<file path="src/rtl/instr_enc_pkg.sv">
// Shared definitions for the instruction encoder/loader: mnemonic codes,
// MIPS opcode/funct values, load FSM states and word-packing helpers.
package instr_enc_pkg;

    typedef enum logic [4:0] {
        MN_ADD     = 5'd0,
        MN_SUB     = 5'd1,
        MN_AND     = 5'd2,
        MN_OR      = 5'd3,
        MN_SLT     = 5'd4,
        MN_JR      = 5'd5,
        MN_ADDI    = 5'd6,
        MN_BEQ     = 5'd7,
        MN_BNE     = 5'd8,
        MN_BNEZ    = 5'd9,
        MN_SLTIU   = 5'd10,
        MN_LUI     = 5'd11,
        MN_ORI     = 5'd12,
        MN_LW      = 5'd13,
        MN_SW      = 5'd14,
        MN_J       = 5'd15,
        MN_JAL     = 5'd16,
        MN_BLE     = 5'd17,
        MN_BLTZ    = 5'd18,
        MN_ILLEGAL = 5'd19
    } mnemonic_e;

    localparam logic [5:0] OP_RTYPE = 6'h00;
    localparam logic [5:0] OP_BLTZ  = 6'h01;
    localparam logic [5:0] OP_J     = 6'h02;
    localparam logic [5:0] OP_JAL   = 6'h03;
    localparam logic [5:0] OP_BEQ   = 6'h04;
    localparam logic [5:0] OP_BNE   = 6'h05;
    localparam logic [5:0] OP_BLE   = 6'h06;
    localparam logic [5:0] OP_ADDI  = 6'h08;
    localparam logic [5:0] OP_SLTIU = 6'h0B;
    localparam logic [5:0] OP_ORI   = 6'h0D;
    localparam logic [5:0] OP_LUI   = 6'h0F;
    localparam logic [5:0] OP_LW    = 6'h23;
    localparam logic [5:0] OP_SW    = 6'h2B;

    localparam logic [5:0] FN_JR    = 6'h08;
    localparam logic [5:0] FN_ADD   = 6'h20;
    localparam logic [5:0] FN_SUB   = 6'h22;
    localparam logic [5:0] FN_AND   = 6'h24;
    localparam logic [5:0] FN_OR    = 6'h25;
    localparam logic [5:0] FN_SLT   = 6'h2A;

    typedef enum logic [1:0] {
        ST_IDLE = 2'd0,
        ST_LOAD = 2'd1,
        ST_FULL = 2'd2,
        ST_PAD  = 2'd3
    } loadState_e;

    // shamt is always zero in every word this block produces
    function automatic logic [31:0] packR(input logic [4:0] rs, input logic [4:0] rt,
                                          input logic [4:0] rd, input logic [5:0] funct);
        return {OP_RTYPE, rs, rt, rd, 5'h00, funct};
    endfunction

    function automatic logic [31:0] packI(input logic [5:0] op, input logic [4:0] rs,
                                          input logic [4:0] rt, input logic [15:0] imm);
        return {op, rs, rt, imm};
    endfunction

    function automatic logic [31:0] packJ(input logic [5:0] op, input logic [25:0] target);
        return {op, target};
    endfunction

endpackage

</file>
<file path="src/rtl/instr_field_packer.sv">
// Combinational encoder: mnemonic code plus register/immediate/target fields
// to a 32-bit MIPS instruction word, flagging codes outside the mnemonic table.
module instr_field_packer
    import instr_enc_pkg::*;
(
    input  logic [4:0]  mnem,
    input  logic [4:0]  rs,
    input  logic [4:0]  rt,
    input  logic [4:0]  rd,
    input  logic [15:0] imm,
    input  logic [25:0] target,
    output logic [31:0] word,
    output logic        illegal
);

    // Pseudo-ops (bnez, bltz) and lui pin their unused register field to zero
    always_comb begin
        word    = '0;
        illegal = 1'b0;
        case (mnem)
            MN_ADD:   word = packR(rs, rt, rd, FN_ADD);
            MN_SUB:   word = packR(rs, rt, rd, FN_SUB);
            MN_AND:   word = packR(rs, rt, rd, FN_AND);
            MN_OR:    word = packR(rs, rt, rd, FN_OR);
            MN_SLT:   word = packR(rs, rt, rd, FN_SLT);
            MN_JR:    word = packR(rs, 5'h00, 5'h00, FN_JR);
            MN_ADDI:  word = packI(OP_ADDI, rs, rt, imm);
            MN_BEQ:   word = packI(OP_BEQ, rs, rt, imm);
            MN_BNE:   word = packI(OP_BNE, rs, rt, imm);
            MN_BNEZ:  word = packI(OP_BNE, rs, 5'h00, imm);
            MN_SLTIU: word = packI(OP_SLTIU, rs, rt, imm);
            MN_LUI:   word = packI(OP_LUI, 5'h00, rt, imm);
            MN_ORI:   word = packI(OP_ORI, rs, rt, imm);
            MN_LW:    word = packI(OP_LW, rs, rt, imm);
            MN_SW:    word = packI(OP_SW, rs, rt, imm);
            MN_J:     word = packJ(OP_J, target);
            MN_JAL:   word = packJ(OP_JAL, target);
            MN_BLE:   word = packI(OP_BLE, rs, rt, imm);
            MN_BLTZ:  word = packI(OP_BLTZ, rs, 5'h00, imm);
            default:  illegal = 1'b1;
        endcase
    end

endmodule

</file>
<file path="src/rtl/instr_encoder_loader.sv">
// Encodes instruction requests and streams them into instruction memory at
// incrementing byte addresses. Define INSTR_ENC_NOP_PAD_EN to NOP-pad on finish.
module instr_encoder_loader
    import instr_enc_pkg::*;
#(
    parameter int ADDR_W    = 10,
    parameter int DEPTH     = 64,
    parameter int BASE_ADDR = 0
) (
    input  logic                       clk_i,
    input  logic                       rst_i,
    input  logic                       start_i,
    input  logic                       finish_i,
    input  logic                       req_valid_i,
    output logic                       req_ready_o,
    input  logic [4:0]                 mnem_i,
    input  logic [4:0]                 rs_i,
    input  logic [4:0]                 rt_i,
    input  logic [4:0]                 rd_i,
    input  logic [15:0]                imm_i,
    input  logic [25:0]                target_i,
    output logic                       wr_en_o,
    output logic [ADDR_W-1:0]          wr_addr_o,
    output logic [31:0]                wr_data_o,
    output logic                       illegal_o,
    output logic [$clog2(DEPTH+1)-1:0] count_o,
    output logic                       busy_o
);

    localparam int                 CNT_W     = $clog2(DEPTH + 1);
    localparam logic [CNT_W-1:0]   DEPTH_CNT = CNT_W'(DEPTH);
    localparam logic [CNT_W-1:0]   LAST_CNT  = CNT_W'(DEPTH - 1);
    localparam logic [ADDR_W-1:0]  BASE      = ADDR_W'(BASE_ADDR);
    localparam logic [ADDR_W-1:0]  WORD_STEP = ADDR_W'(4);

    loadState_e        state;
    loadState_e        stateNext;
    logic [CNT_W-1:0]  count;
    logic [ADDR_W-1:0] addr;
    logic [31:0]       packedWord;
    logic              packedIllegal;
    logic              reqReady;
    logic              doWrite;
    logic              doIllegal;
    logic              clearWindow;
    logic [31:0]       writeWord;
    logic              wrEnQ;
    logic [ADDR_W-1:0] wrAddrQ;
    logic [31:0]       wrDataQ;
    logic              illegalQ;

    instr_field_packer uPacker (
        .mnem    (mnem_i),
        .rs      (rs_i),
        .rt      (rt_i),
        .rd      (rd_i),
        .imm     (imm_i),
        .target  (target_i),
        .word    (packedWord),
        .illegal (packedIllegal)
    );

    always_ff @(posedge clk_i or posedge rst_i) begin
        if (rst_i) begin
            state <= ST_IDLE;
        end else begin
            state <= stateNext;
        end
    end

    // finish_i wins over the FULL transition so a closing request never strands the FSM in FULL
    always_comb begin
        stateNext   = state;
        reqReady    = 1'b0;
        doWrite     = 1'b0;
        doIllegal   = 1'b0;
        clearWindow = 1'b0;
        writeWord   = packedWord;
        case (state)
            ST_IDLE: begin
                if (start_i) begin
                    stateNext   = ST_LOAD;
                    clearWindow = 1'b1;
                end
            end
            ST_LOAD: begin
                reqReady = (count < DEPTH_CNT);
                if (req_valid_i && reqReady) begin
                    doWrite   = !packedIllegal;
                    doIllegal = packedIllegal;
                end
                if (finish_i) begin
`ifdef INSTR_ENC_NOP_PAD_EN
                    stateNext = ST_PAD;
`else
                    stateNext = ST_IDLE;
`endif
                end else if (doWrite && (count == LAST_CNT)) begin
                    stateNext = ST_FULL;
                end
            end
            ST_FULL: begin
                if (finish_i) begin
                    stateNext = ST_IDLE;
                end
            end
            ST_PAD: begin
`ifdef INSTR_ENC_NOP_PAD_EN
                writeWord = '0;
                doWrite   = (count < DEPTH_CNT);
                if (count >= LAST_CNT) begin
                    stateNext = ST_IDLE;
                end
`else
                stateNext = ST_IDLE;
`endif
            end
            default: stateNext = ST_IDLE;
        endcase
    end

    // One-cycle output register; the address/count move only on real writes
    always_ff @(posedge clk_i or posedge rst_i) begin
        if (rst_i) begin
            count    <= '0;
            addr     <= BASE;
            wrEnQ    <= 1'b0;
            wrAddrQ  <= '0;
            wrDataQ  <= '0;
            illegalQ <= 1'b0;
        end else begin
            wrEnQ    <= doWrite;
            illegalQ <= doIllegal;
            if (clearWindow) begin
                count <= '0;
                addr  <= BASE;
            end else if (doWrite) begin
                wrAddrQ <= addr;
                wrDataQ <= writeWord;
                addr    <= addr + WORD_STEP;
                count   <= count + 1'b1;
            end
        end
    end

    assign req_ready_o = reqReady;
    assign wr_en_o     = wrEnQ;
    assign wr_addr_o   = wrAddrQ;
    assign wr_data_o   = wrDataQ;
    assign illegal_o   = illegalQ;
    assign count_o     = count;
    assign busy_o      = (state != ST_IDLE);

endmodule

</file>
<file path="config.mk">
export PLATFORM = sky130hd
export DESIGN_NAME = instr_encoder_loader
export DESIGN_NICKNAME = d
export VERILOG_FILES = /design/src/rtl/instr_enc_pkg.sv /design/src/rtl/instr_field_packer.sv /design/src/rtl/instr_encoder_loader.sv
export SDC_FILE = /design/constraint.sdc
export NUM_CORES = 1
export LEC_CHECK = 0
export ABC_AREA = 1
export CAP_MARGIN = 20
export CORE_ASPECT_RATIO = 1.75
export CORE_UTILIZATION = 52
export DETAILED_ROUTE_END_ITERATION = 6
export PLACE_DENSITY = 0.82
export REMOVE_ABC_BUFFERS = 1
export SLEW_MARGIN = 10
export SYNTH_ARGS = -nofsm -noshare
export SYNTH_HDL_FRONTEND = slang
export SYNTH_SLANG_ARGS = --single-unit
</file>
<file path="constraint.sdc">
create_clock -name clk_i -period 2.7 [get_ports clk_i]
set_clock_uncertainty 0.15 [all_clocks]
set_input_delay 0.54 -clock clk_i [delete_from_list [all_inputs] [get_ports clk_i]]
set_output_delay 0.54 -clock clk_i [all_outputs]
set_load 0.02 [all_outputs]
</file>
# Word level (Yosys, flattened, before mapping)
# Cells that the tools add are included.
[classes]
addsub = 2
magnitude_cmp = 1
eq_ne = 25
mux = 19
bitwise = 1
reduce_logical = 9
[ops]
columns = ["operator", "n"]
rows = [
  ["32-bit one-hot mux with 19 select lines", 1],
  ["5-bit by 4-bit equality test with 1-bit output (second input constant)", 8],
  ["5-bit by 3-bit equality test with 1-bit output (second input constant)", 4],
  ["10-bit two-way mux", 2],
  ["19-bit OR reduction", 1],
  ["5-bit equality test (second input constant)", 3],
  ["7-bit two-way mux", 2],
  ["10-bit by 3-bit adder with 10-bit output (second input constant)", 1],
  ["5-bit by 2-bit equality test with 1-bit output (second input constant)", 2],
  ["1-bit two-way mux", 9],
  ["2-bit two-way mux", 4],
  ["2-bit one-hot mux with 4 select lines", 1],
  ["7-bit by 1-bit adder with 7-bit output (second input constant)", 1],
  ["7-bit by 6-bit equality test with 1-bit output (second input constant)", 1],
  ["7-bit less-than comparator (second input constant)", 1],
  ["5-bit by 1-bit equality test with 1-bit output (second input constant)", 1],
  ["5-bit zero test", 1],
  ["2-bit equality test (second input constant)", 2],
  ["2-bit inequality test (second input constant)", 2],
  ["2-bit nonzero test", 2],
  ["3-bit inequality test (second input constant)", 1],
  ["3-bit AND reduction", 1],
  ["2-bit by 1-bit equality test with 1-bit output (second input constant)", 1],
  ["1-bit logical AND", 2],
  ["3 further kinds", 3],
]
[totals]
reg_bits = 63
in_bits = 67
out_inout_bits = 53

# Depth between registers and ports, before layout
# Gate-level depths: netlist of run 1.
[depth]
word_depth = 8
mapped_depth = 13
ltp_nobuf = 12

# Hierarchy
# A second synthesis of run 1 with hierarchy kept.
[unflattened]
hier_cells = 519
area_unflattened_um2 = 3603.5
[by_module_without_submodules]
columns = ["mod", "instances", "cells_per_inst", "area_each_um2", "seq_area_each_um2"]
rows = [
  ["instr_encoder_loader", 1, 308, 2563.7, 1476.4],
  ["instr_field_packer", 1, 211, 1039.7, 0.0],
]

# Worst setup path after synthesis of run 1
# No wires, ideal clock.
[synth_path]
path_type = "register to register"
start = "register count[6] (netlist: count_o[6])"
end = "register wrDataQ[10] (netlist: wr_data_o[10])"
setup_ns = 0.066
arrival_time_ns = 1.701
required_ns = 2.484
slack_ns = 0.783
stages_incl_launch_ff = 8
synth_period_minus_slack_ns = 1.917
path_cell_list = "dfrtp_1 nor2_1 nand3_1 inv_2 buf_2 buf_4 nand2_1 nand2_1"
[synth_via]
elab_chain_cells = 6
[synth_lines]
columns = ["item", "line_no", "source"]
rows = [
  ["start, declared", "instr_encoder_loader.sv:38", "logic [CNT_W-1:0] count;"],
  ["start signal, assigned", "instr_encoder_loader.sv:141", "count <= count + 1'b1;"],
  ["7-bit less-than comparator", "instr_encoder_loader.sv:87", "reqReady = (count < DEPTH_CNT);"],
  ["1-bit logical AND", "instr_encoder_loader.sv:88", "if (req_valid_i && reqReady) begin"],
  ["1-bit two-way mux", "instr_encoder_loader.sv:88", ""],
  ["1-bit two-way mux (2 in a row)", "instr_encoder_loader.sv:79", "case (state)"],
  ["2-bit AND reduction (no line)", "-", ""],
  ["end signal, assigned", "instr_encoder_loader.sv:139", "wrDataQ <= writeWord;"],
  ["end, declared", "instr_encoder_loader.sv:49", "logic [31:0] wrDataQ;"],
]
# Every way passes these cells. The select of a mux whose other input is x is not followed.
# A chain may end at the register's enable or synchronous reset.

# Worst setup path in the final report of run 1
[layout_path]
start = "input port mnem_i[1]"
end = "register wrDataQ[0] (netlist: wr_data_o[0])"
[layout_via]
elab_chain_cells = 6
elab_cells_between_ends = 25
[layout_lines]
columns = ["item", "line_no", "source"]
rows = [
  ["start, declared", "instr_encoder_loader.sv:16", "input logic [4:0] mnem_i,"],
  ["5-bit by 1-bit equality test with 1-bit output (tied with other cells)", "instr_field_packer.sv:20", "case (mnem)"],
  ["19-bit OR reduction (no line)", "-", ""],
  ["1-bit two-way mux", "instr_encoder_loader.sv:88", ""],
  ["1-bit two-way mux (2 in a row)", "instr_encoder_loader.sv:79", ""],
  ["2-bit AND reduction (no line)", "-", ""],
]
# Several ways; a longest one is shown, not always the timed one. The select of a mux whose other input is x is not followed.

==> reports/results.env, run 1 <==
RUN_STATUS='complete, no violations'
VDD_DROP_MAX_uV=484
SETUP.WORST_PATH.END_CLASS='flip-flop'
DIE-WIDTH_UM=78.2
CLOCK_INPUT_TRANSITION_AT_THE_SEQUENTIAL_CELLS_OF_THE_WORST_SETUP_AND_HOLD_PATHS_PS=60
CORE_BOX_AREA_MM2=0.00985
REQUIRED_PS=2820
CLK-INSERTION-DELAY-LATE_PS=340
FIRST_PASS_DRT_ITERATIONS=5
TRITONCTS='done'
FINAL-MAX-SLEW-VIOLATION-COUNT=0
PRE_CTS_SLACK_PS=-44.7
FIRST_GLOBAL_VIAS=5834
DRC=0
POWER_LEAKAGE_nW=3.70
CP_SLOWEST_CELL='sky130_fd_sc_hd__nor2_1'
FINAL_COMMON_CELL='sky130_fd_sc_hd__nand2_1'
UNREPAIRED_SETUP_ENDPOINTS_AFTER_GLOBAL_ROUTING='false'
FINAL_NETS=1115
INITIAL_UTILIZATION_PCT=53.7
CTS_ROOT_BUF='sky130_fd_sc_hd__clkbuf_16'
CTS_MADE_BUFFERS=9
CTS-HOLD-FIX-BUFFERS=0
ANTENNA_LEFT=0
SLOWEST_DELAY_PS=580
SYNTH.AVG_CELL_AREA_UM2=5.68
FMAX_MHz=409
CRITICAL_PATH.STARTPOINT_TYPE='input pin'
REG2REG_SETUP_SLACK_PS=870
SEQUENTIAL_ELEMENT_SHARE_OF_THE_SYNTHESIZED_AREA_PCT=27.5
DETAIL_ROUTE.WIRELENGTH_UM=17100
POST-ROUTE-MIN-PERIOD_PS=2440
R2R.WORST_PATH.CELLS=8
FLOORPLAN.DIE.HEIGHT_UM=135
POST_DRT_WL_PER_CELL_UM=14.5
SYNTH-SEQ-CELLS=58
HOLD_CLASS='reg -> reg'
POST-ROUTE-PERIOD-UTIL_PCT=90.5
GRT.OVERFLOW.TOTAL=0
MOSTFREQUENTLAYOUTCELLS='sky130_fd_sc_hd__nand2_1 (358), sky130_fd_sc_hd__nand3_1 (120), sky130_fd_sc_hd__clkdlybuf4s50_1 (116)'
GRT_PASS1_WL_UM=28000
NFILLCELLS=878
YOSYSUNIQUECELLTYPES=29
SETUP.WORST_PATH.END='wr_data_o[0]'
WORSTREG2REGSTART='state[1]'
TOP_CELL_TYPE_BY_TOTAL_AREA_AFTER_SYNTHESIS='sky130_fd_sc_hd__dfrtp_1'
DRT_FIRST_ITER_VIOLATIONS=420
CRITICALPATHCATEGORY='in -> reg'
DP_HPWL_UM=12000
HTREE_DEPTH=3
CTS.SINKS=58
INSERTEDDIODECOUNT=0
CRITICAL-PATH-TOP-CELL-BY-COUNT='sky130_fd_sc_hd__nand2_1'
STD_CELL_ROWS=48
REPORT.FINAL.HOLD_VIOL_COUNT=0
CRITICAL_PATH_ARRIVAL_PS=2560
HOLD_DEPTH=2
POSTCTSRESIZEDCELLS=0
LAYOUT-DRIVE-GT1-SHARE_PCT=8.18
AVGVIACOUNTPERCELL=5.68
NUMPORTBUFFERS=116
PLACE.GP.CONGESTION=0.965
MAX-CAP-VIOLATIONS=0
SYNTH-WARNING-COUNT=0
P_TOTAL_mW=4.58
CRIT_CHAIN='clkdlybuf4s50_1 > nand2_2 > nor2_1 > nand2_1 > buf_4 > o21ai_0 > nor3_1 > nand2_1 > nand2_1 > nand2_1'
DPL-INSTANCE-AREA_MM2=0.00681
NETLIST_INSTANCES=930
CRITICAL_PATH.REG2REG.ENDPOINT='count_o[0]'
TIMING.CRITICAL_PATH.FROM='mnem_i[1]'
DIEAREA_MM2=0.0106
CTS_SETUP_BUFFERS=0
ANTENNA_FOUND_INITIAL=0
IO_PINS=120
GRT_USAGE_PCT=33.5
TOP_CELLS_BY_AREA_IN_THE_SYNTHESIZED_NETLIST='sky130_fd_sc_hd__dfrtp_1 (27%), sky130_fd_sc_hd__nand2_1 (25%), sky130_fd_sc_hd__nand3_1 (11%), sky130_fd_sc_hd__nor2_1 (6.9%), sky130_fd_sc_hd__nand4_1 (5.8%)'
NETLIST_AREA_MM2=0.00529
CELLPOWERDENSITY_mW_PER_MM2=640
MULTI_INPUT_COMB_AREA_MM2=0.00332
SLEW-LIMIT-HEADROOM_PCT=50.1
VIA_COUNT=6677
WORST_PIN_SLEW_PS=746
NETLIST.AREA_LEADER.SHARE_PCT=27.5
REGISTER_AREA_MM2=0.00145
SETUP_VIOL=0
FINAL_AREA_MM2=0.00715
SYNTHTOLAYOUTAREAGROWTH_PCT=35.3
CTS_BUFFER_DEPTH=2
CRITICAL_PATH_PEAK_FANOUT=8
GRT_START_MAX_NET_PINS=40
FINAL.SETUP.WORST_SLACK_PS=257
-- layer usage --
metal,part of all wire [%],track usage (%)
met1,39,39.9
met2,51,58.4
met3,6.6,4.92
met4,3.6,15.8
met5,0,0
-- cell type report --
cell class / instances / area share (%)
clock buffers: 12 / 3.45
clock inverters: 4 / 1.38
inverters: 66 / 3.46
multi-input cells: 742 / 46.4
flip-flops and latches: 58 / 20.3
well taps: 125 / 2.19
repair buffers: 169 / 22.8
-- registers in the layout (all words and copies together), names as in the netlist --
signal	flops
wr_data_o	31
addr	8
wr_addr_o	8
count_o	7
state	2
illegal_o	1
wr_en_o	1
-- metrics by stage --
stage	util (%)	hold slack, ps	std cells	TNS, ps
after floorplan	-	318	866	-39620
after global placement	69.1	311	1160	-245
after detailed placement	69.1	319	1160	-211
after CTS	72.6	334	1176	0
after global routing	72.6	353	1176	0
final	72.6	330	1176	0
-- where the power goes --
group / total, mW / internal, mW / switching (mW)
logic: 1.89 / 0.829 / 1.06
clock network: 1.36 / 0.929 / 0.426
registers: 1.33 / 1.15 / 0.175
total: 4.58 / 2.91 / 1.67
-- cells in the mapped netlist --
master	n
sky130_fd_sc_hd__a31o_2	1
sky130_fd_sc_hd__or2_2	2
sky130_fd_sc_hd__nand3_2	2
sky130_fd_sc_hd__a21oi_1	31
sky130_fd_sc_hd__clkbuf_1	39
sky130_fd_sc_hd__nand2_1	358
sky130_fd_sc_hd__a21boi_0	1
sky130_fd_sc_hd__conb_1	1
sky130_fd_sc_hd__nand2_2	2
sky130_fd_sc_hd__nor3b_1	1
sky130_fd_sc_hd__o2111ai_1	5
sky130_fd_sc_hd__ha_1	2
sky130_fd_sc_hd__clkinv_1	1
sky130_fd_sc_hd__inv_2	2
sky130_fd_sc_hd__nand4_1	49
sky130_fd_sc_hd__dfrtp_1	58
sky130_fd_sc_hd__nor2_2	5
sky130_fd_sc_hd__o211ai_1	7
sky130_fd_sc_hd__buf_2	19
sky130_fd_sc_hd__a31oi_1	1
sky130_fd_sc_hd__inv_1	63
sky130_fd_sc_hd__buf_1	3
sky130_fd_sc_hd__nand3_1	121
sky130_fd_sc_hd__nor3_1	16
sky130_fd_sc_hd__buf_4	5
sky130_fd_sc_hd__o31ai_1	5
sky130_fd_sc_hd__nand2_4	1
sky130_fd_sc_hd__o21ai_0	32
sky130_fd_sc_hd__nor2_1	97
-- kinds of logic (layout without fill, tap and decap cells) --
logic type | after synthesis | after routing | synth area share [%]
simple gates | 654 | 654 | 52.9
buf+inv | 132 | 251 | 10.2
compound gates | 83 | 83 | 8.93
flops | 58 | 58 | 27.5
fa+ha+maj | 2 | 2 | 0.473
other cells | 1 | 3 | 0.0710
-- worst min-delay path by stage --
stage	to	startpoint	slack, ps
CTS	wr_data_o[17]	wr_data_o[17]	330
global placement	wr_data_o[10]	wr_data_o[10]	310
detailed placement	wr_data_o[23]	wr_data_o[23]	320
finish	wr_data_o[1]	wr_data_o[1]	330
floorplan	addr[4]	addr[4]	320
global route	wr_data_o[2]	wr_data_o[2]	350
-- critical path, delay by kind of cell --
family | cells | cell delay, ps
buffers and inverters | 2 | 780
and+or+nand+nor | 7 | 1100
AOI/OAI and AO/OA | 1 | 160
Power figures use the tool's default switching activity.
==> inputs of run 2 (changes only) <==
- REMOVE_ABC_BUFFERS: 1 -> unset
==> reports/results.env, run 2 (same netlist as run 1, synthesis figures left out) <==
FINAL.SETUP.WORST_SLACK_PS=312  # +54.1 ps
VDD_DROP_MAX_uV=556  # +15%
INITIAL_UTILIZATION_PCT=53.7  # unchanged
DIEAREA_MM2=0.0106  # unchanged
WORST_PIN_SLEW_PS=523  # -223 ps
FINAL_COMMON_CELL='sky130_fd_sc_hd__nand2_1'
NFILLCELLS=893  # +1.7%
CTS_BUFFER_DEPTH=2  # unchanged
MAX-CAP-VIOLATIONS=0  # unchanged
TRITONCTS='done'
ANTENNA_FOUND_INITIAL=0  # unchanged
FINAL-MAX-SLEW-VIOLATION-COUNT=0  # unchanged
MAX_REG_FLOPS=31  # unchanged
POST_DRT_WL_PER_CELL_UM=14.3  # -1.6%
POWER_SWITCHING_SHARE_PCT=38.2  # +1.8 points
CORE_BOX_AREA_MM2=0.00985  # unchanged
SETUP_VIOL=0  # unchanged
DPL-INSTANCE-AREA_MM2=0.00674  # -1.0%
VIOLATIONS='DRC'
POSTCTSRESIZEDCELLS=0  # unchanged
GRT_START_MAX_NET_PINS=59  # +48%
POST-ROUTE-MIN-PERIOD_PS=2390  # -54.1 ps
HTREE_DEPTH=3  # unchanged
POST_LAYOUT_NONFILLER_INSTANCES=1169  # -0.60%
ANTENNA_LEFT=0  # unchanged
FIRST_PASS_DRT_ITERATIONS=7  # +2
CELLPOWERDENSITY_mW_PER_MM2=600  # -6.2%
PLACE.GP.CONGESTION=0.941  # -2.5%
FIRST_GLOBAL_VIAS=6007  # +3.0%
UNREPAIRED_SETUP_ENDPOINTS_AFTER_GLOBAL_ROUTING='false'
MOSTFREQUENTLAYOUTCELLS='sky130_fd_sc_hd__nand2_1 (358), sky130_fd_sc_hd__nand3_1 (120), sky130_fd_sc_hd__clkdlybuf4s50_1 (116)'
FMAX_MHz=419  # +2.3%
STD_CELL_ROWS=48  # unchanged
SETUP.WORST_PATH.END_CLASS='output port'
P_SW_mW=1.61  # -3.6%
CLOCK_INPUT_TRANSITION_AT_THE_SEQUENTIAL_CELLS_OF_THE_WORST_SETUP_AND_HOLD_PATHS_PS=50  # about the same
POWER_LEAKAGE_nW=3.63  # -1.9%
GRT_PASS1_WL_UM=27700  # -1.1%
RUN_STATUS='complete, but fails checks'
DIE-WIDTH_UM=78.2  # unchanged
FINAL_AREA_MM2=0.00700  # -2.1%
CRITICAL_PATH.STARTPOINT_TYPE='flip-flop'
IO_PINS=120  # unchanged
CRITICAL_PATH_ARRIVAL_PS=1700  # -860 ps
DETAIL_ROUTE.WIRELENGTH_UM=16700  # -2.2%
PRE_CTS_SLACK_PS=2.15  # +46.8 ps
SHARE_SEQ_OF_TOTAL_POWER_PCT=31.8  # +2.8 points
FINAL_NETS=1108  # -0.63%
CRITICAL_PATH_PEAK_FANOUT=3  # -5
HOLD_CLASS='reg -> reg'
REG2REG_SETUP_SLACK_PS=850  # -20 ps
CTS_SETUP_BUFFERS=0  # unchanged
P_INT_mW=2.60  # -11%
DP_HPWL_UM=12400  # +3.6%
CTS_ROOT_BUF='sky130_fd_sc_hd__clkbuf_16'
PLACED_CELLS=1153  # -0.60%
LAYOUT-DRIVE-GT1-SHARE_PCT=7.47  # -0.71 points
CTS.SINKS=58  # unchanged
CLK-INSERTION-DELAY-LATE_PS=330  # about the same
MULTI_INPUT_COMB_AREA_MM2=0.00331  # -0.15%
REGISTER_AREA_MM2=0.00145  # unchanged
DRT_FIRST_ITER_VIOLATIONS=375  # -11%
FLOORPLAN.DIE.HEIGHT_UM=135  # unchanged
CTS-HOLD-FIX-BUFFERS=0  # unchanged
DRC=2  # +2
P_TOTAL_mW=4.20  # -8.2%
REQUIRED_PS=2010  # -810 ps
INSERTEDDIODECOUNT=0  # unchanged
REPORT.FINAL.HOLD_VIOL_COUNT=0  # unchanged
FIN_SETUP_TNS_PS=0  # unchanged
CTS_MADE_BUFFERS=9  # unchanged
VIA_COUNT=6534  # -2.1%
SYNTHTOLAYOUTAREAGROWTH_PCT=32.5
NUMPORTBUFFERS=116  # unchanged
GRT.OVERFLOW.TOTAL=0  # unchanged
GRT_USAGE_PCT=32.9  # -0.60 points
POWER_FRAC_CLOCK_PCT=24.1  # -5.5 points
COMBINATIONAL_POWER_SHARE_PCT=44.1  # +2.7 points
CRITICALPATHCATEGORY='reg -> out'
POST-ROUTE-PERIOD-UTIL_PCT=88.5  # -2.0 points
AVGVIACOUNTPERCELL=5.59  # -1.6%
SLEW-LIMIT-HEADROOM_PCT=65.1  # +15 points
run 2: metrics by stage:
| stage | hold WS (ps) | utilization (%) |
|---|---|---|
| after floorplan | 318 | - |
| after global placement | 313 | 68.4 |
| after detailed placement | 315 | 68.4 |
| after CTS | 329 | 71.1 |
| after global routing | 354 | 71.1 |
| final | 326 | 71.1 |
run 2: final timing paths:
kind	start	endpoint	cells past startpoint
hold reg to reg	wr_data_o[13]	wr_data_o[13]	2
min in group asynchronous	rst_i	wr_data_o[31]	3
setup reg to reg	state[1]	addr[7]	9
max in group asynchronous	rst_i	wr_addr_o[3]	3
hold / removal	wr_data_o[13]	wr_data_o[13]	2
setup / recovery	state[1]	req_ready_o	4
run 2: layer usage:
metal	up-vias	global-route usage, %	share of wire [%]
li1	3239	-	-
met1	2999	35.8	37
met2	238	60.9	54
met3	58	3.57	4.3
met4	0	18.2	4.9
met5	-	0	0
run 2: worst max-delay path, stage by stage, from the launching register on:
cell and delay (ps):
sky130_fd_sc_hd__dfrtp_1 380, sky130_fd_sc_hd__inv_1 70, sky130_fd_sc_hd__nand2_1 70, sky130_fd_sc_hd__nor2_1 210, sky130_fd_sc_hd__clkdlybuf4s50_1 650
run 2: area by class of cell:
| class | count | share of cell area, % |
|---|---|---|
| sequential | 58 | 20.7 |
| multi-input combinational | 742 | 47.3 |
| tap | 125 | 2.23 |
| timing repair buffer | 162 | 22.4 |
| clock buffer | 13 | 3.57 |
| clock inverter | 3 | 0.214 |
| inverter | 66 | 3.54 |
run 2: power by group through the flow:
stage	logic (mW)	registers, mW	clock network (mW)
after floorplan	0.648	1.63	0
after global placement	1.81	1.34	0
after detailed placement	1.84	1.35	0
after CTS	1.86	1.34	1.02
after global routing	2.01	1.36	1.06
final	1.85	1.34	1.01
==> inputs of run 3 (changes only) <==
- SETUP_SLACK_MARGIN: unset -> 0.15
==> reports/results.env, run 3 (same netlist as run 1, synthesis figures left out) <==
DETAIL_ROUTE.WIRELENGTH_UM=16700  # about the same
LAYOUT-DRIVE-GT1-SHARE_PCT=7.57  # +0.096 points
CRITICAL-PATH-TOP-CELL-BY-COUNT='sky130_fd_sc_hd__nand2_1'
CELLPOWERDENSITY_mW_PER_MM2=599  # -0.12%
ANTENNA_FOUND_INITIAL=0  # unchanged
CTS.SINKS=58  # unchanged
DP_HPWL_UM=12400  # unchanged
CRIT_CHAIN='clkdlybuf4s50_1 > inv_1 > nand2_2 > nor2_1 > nand2_1 > buf_4 > nor2_1 > nor2_1 > nand2_1 > nor2_1 > nand2_1 > nand2_1 > nand2_1'
SLOWEST_DELAY_PS=590  # -60 ps
POWER_FRAC_CLOCK_PCT=24.1  # about the same
TRITONCTS='done'
GRT_PASS1_WL_UM=27700  # unchanged
CTS-HOLD-FIX-BUFFERS=0  # unchanged
CRITICAL_PATH.STARTPOINT_TYPE='input pin'
GRT_START_MAX_NET_PINS=59  # unchanged
CLK-INSERTION-DELAY-LATE_PS=330  # about the same
POST_DRT_WL_PER_CELL_UM=14.3  # about the same
MAXUSEDROUTINGLAYER='met4'
MOSTFREQUENTLAYOUTCELLS='sky130_fd_sc_hd__nand2_1 (358), sky130_fd_sc_hd__nand3_1 (120), sky130_fd_sc_hd__clkdlybuf4s50_1 (116)'
AVGVIACOUNTPERCELL=5.61  # +0.32%
NFILLCELLS=892  # -0.11%
DETAILROUTE.WIRELENGTH.MET3_UM=807  # +12%
MAX-CAP-VIOLATIONS=0  # unchanged
ANTENNA_LEFT=0  # unchanged
STD_CELL_ROWS=48  # unchanged
P_TOTAL_mW=4.20  # about the same
DIE-WIDTH_UM=78.2  # unchanged
POWER_SWITCHING_SHARE_PCT=38.2  # about the same
CORE_BOX_AREA_MM2=0.00985  # unchanged
INITIAL_UTILIZATION_PCT=53.7  # unchanged
PLACED_CELLS=1153  # unchanged
DRT-MET1-WL_UM=6120  # -0.92%
INSERTEDDIODECOUNT=0  # unchanged
POST-ROUTE-MIN-PERIOD_PS=2360  # -24.9 ps
VDD_DROP_MAX_uV=556  # about the same
WORST_PIN_SLEW_PS=515  # -7.61 ps
CTS_ROOT_BUF='sky130_fd_sc_hd__clkbuf_16'
FIRST_PASS_DRT_ITERATIONS=6  # -1
DIEAREA_MM2=0.0106  # unchanged
CP_SLOWEST_CELL='sky130_fd_sc_hd__clkdlybuf4s50_1'
SLEW-LIMIT-HEADROOM_PCT=65.6  # +0.51 points
CLOCK_INPUT_TRANSITION_AT_THE_SEQUENTIAL_CELLS_OF_THE_WORST_SETUP_AND_HOLD_PATHS_PS=50  # about the same
FMAX_MHz=423  # +1.1%
REQUIRED_PS=2770  # +760 ps
FINAL-MAX-SLEW-VIOLATION-COUNT=0  # unchanged
GRT.OVERFLOW.TOTAL=0  # unchanged
FINAL_NETS=1108  # unchanged
POWER_LEAKAGE_nW=3.63  # about the same
VIA_COUNT=6555  # +0.32%
FINAL_COMMON_CELL='sky130_fd_sc_hd__nand2_1'
RUN_STATUS='complete, no violations'
FLOORPLAN.DIE.HEIGHT_UM=135  # unchanged
CTS_MADE_BUFFERS=9  # unchanged
SETUP.WORST_PATH.END_CLASS='flip-flop'
P_INT_mW=2.60  # about the same
HTREE_DEPTH=3  # unchanged
POST-ROUTE-PERIOD-UTIL_PCT=87.5  # -0.92 points
REPORT.FINAL.HOLD_VIOL_COUNT=0  # unchanged
HOLD_CLASS='reg -> reg'
CTS_BUFFER_DEPTH=2  # unchanged
COMBINATIONAL_POWER_SHARE_PCT=44.0  # about the same
FIRST_GLOBAL_VIAS=6007  # unchanged
P_SW_mW=1.60  # about the same
MAX_REG_FLOPS=31  # unchanged
PLACE.GP.CONGESTION=0.941  # unchanged
DRT_FIRST_ITER_VIOLATIONS=326  # -13%
GRT_USAGE_PCT=32.9  # unchanged
FIN_SETUP_TNS_PS=0  # unchanged
SHARE_SEQ_OF_TOTAL_POWER_PCT=31.8  # about the same
NUMPORTBUFFERS=116  # unchanged
IO_PINS=120  # unchanged
UNREPAIRED_SETUP_ENDPOINTS_AFTER_GLOBAL_ROUTING='false'
CRITICALPATHCATEGORY='in -> reg'
SYNTHTOLAYOUTAREAGROWTH_PCT=32.6
DRC=0  # -2
CRITICAL_PATH_PEAK_FANOUT=7  # +4
SETUP_VIOL=0  # unchanged
POST_LAYOUT_NONFILLER_INSTANCES=1169  # unchanged
MET2_LENGTH_UM=8980  # -0.21%
CRITICAL_PATH_ARRIVAL_PS=2430  # +730 ps
## run 3: cell counts in the layout (fill, tap and decap cells not counted)
Identical to the previous run, type by type.
## run 3: power by group through the flow
stage	logic [mW]	clock network, mW	registers, mW
2_1_floorplan	0.648	0	1.63
3_3_place_gp	1.81	0	1.34
3_5_place_dp	1.84	0	1.35
4_1_cts	1.86	1.02	1.34
5_1_grt	2.01	1.06	1.36
6_report	1.85	1.01	1.34
## run 3: final timing paths
check	startpoint	cells after the start	to	slack, ps
setup / recovery	mnem_i[0]	13	wr_data_o[13]	340
hold / removal	wr_data_o[13]	2	wr_data_o[13]	320
setup reg to reg	state[1]	9	addr[7]	880
hold reg to reg	wr_data_o[13]	2	wr_data_o[13]	320
max in group asynchronous	rst_i	3	wr_data_o[24]	1700
min in group asynchronous	rst_i	3	wr_data_o[31]	440
## run 3: worst max-delay path: cells and delay by family
kind | cells | cell delay (ps)
AND/OR/NAND/NOR | 10 | 1000
buffers and inverters | 3 | 880
## run 3: metal layers
| metal | vias to the layer above | GRT usage, % |
|---|---|---|
| li1 | 3239 | - |
| met1 | 3020 | 35.8 |
| met2 | 237 | 60.9 |
| met3 | 59 | 3.57 |
| met4 | 0 | 18.2 |
| met5 | - | 0 |
## run 3: final cells by class
class | count | area [um^2] | share of cell area, %
Multi-Input combinational cell | 742 | 3320 | 47.4
Timing Repair Buffer | 162 | 1570 | 22.4
Sequential cell | 58 | 1450 | 20.7
Clock buffer | 13 | 250 | 3.57
Inverter | 66 | 248 | 3.53
Tap cell | 125 | 156 | 2.23
Clock inverter | 3 | 15.0 | 0.214
## run 3: per-stage QoR
step / setup WS [ps] / utilization (%) / hold WS (ps) / instance area (um^2)
6_report: 337 / 71.2 / 325 / 7010
5_1_grt: 175 / 71.2 / 354 / 7010
4_1_cts: 334 / 71.1 / 329 / 7000
3_5_place_dp: 2.15 / 68.4 / 315 / 6740
3_3_place_gp: 18.4 / 68.4 / 313 / 6740
2_1_floorplan: 582 / - / 318 / 5290
## run 3: what timing repair did
item / in CTS / in global routing
gates resized for setup: 0 / 2
endpoints found under the setup margin: 0 / 3
buffers inserted: 0 / 0
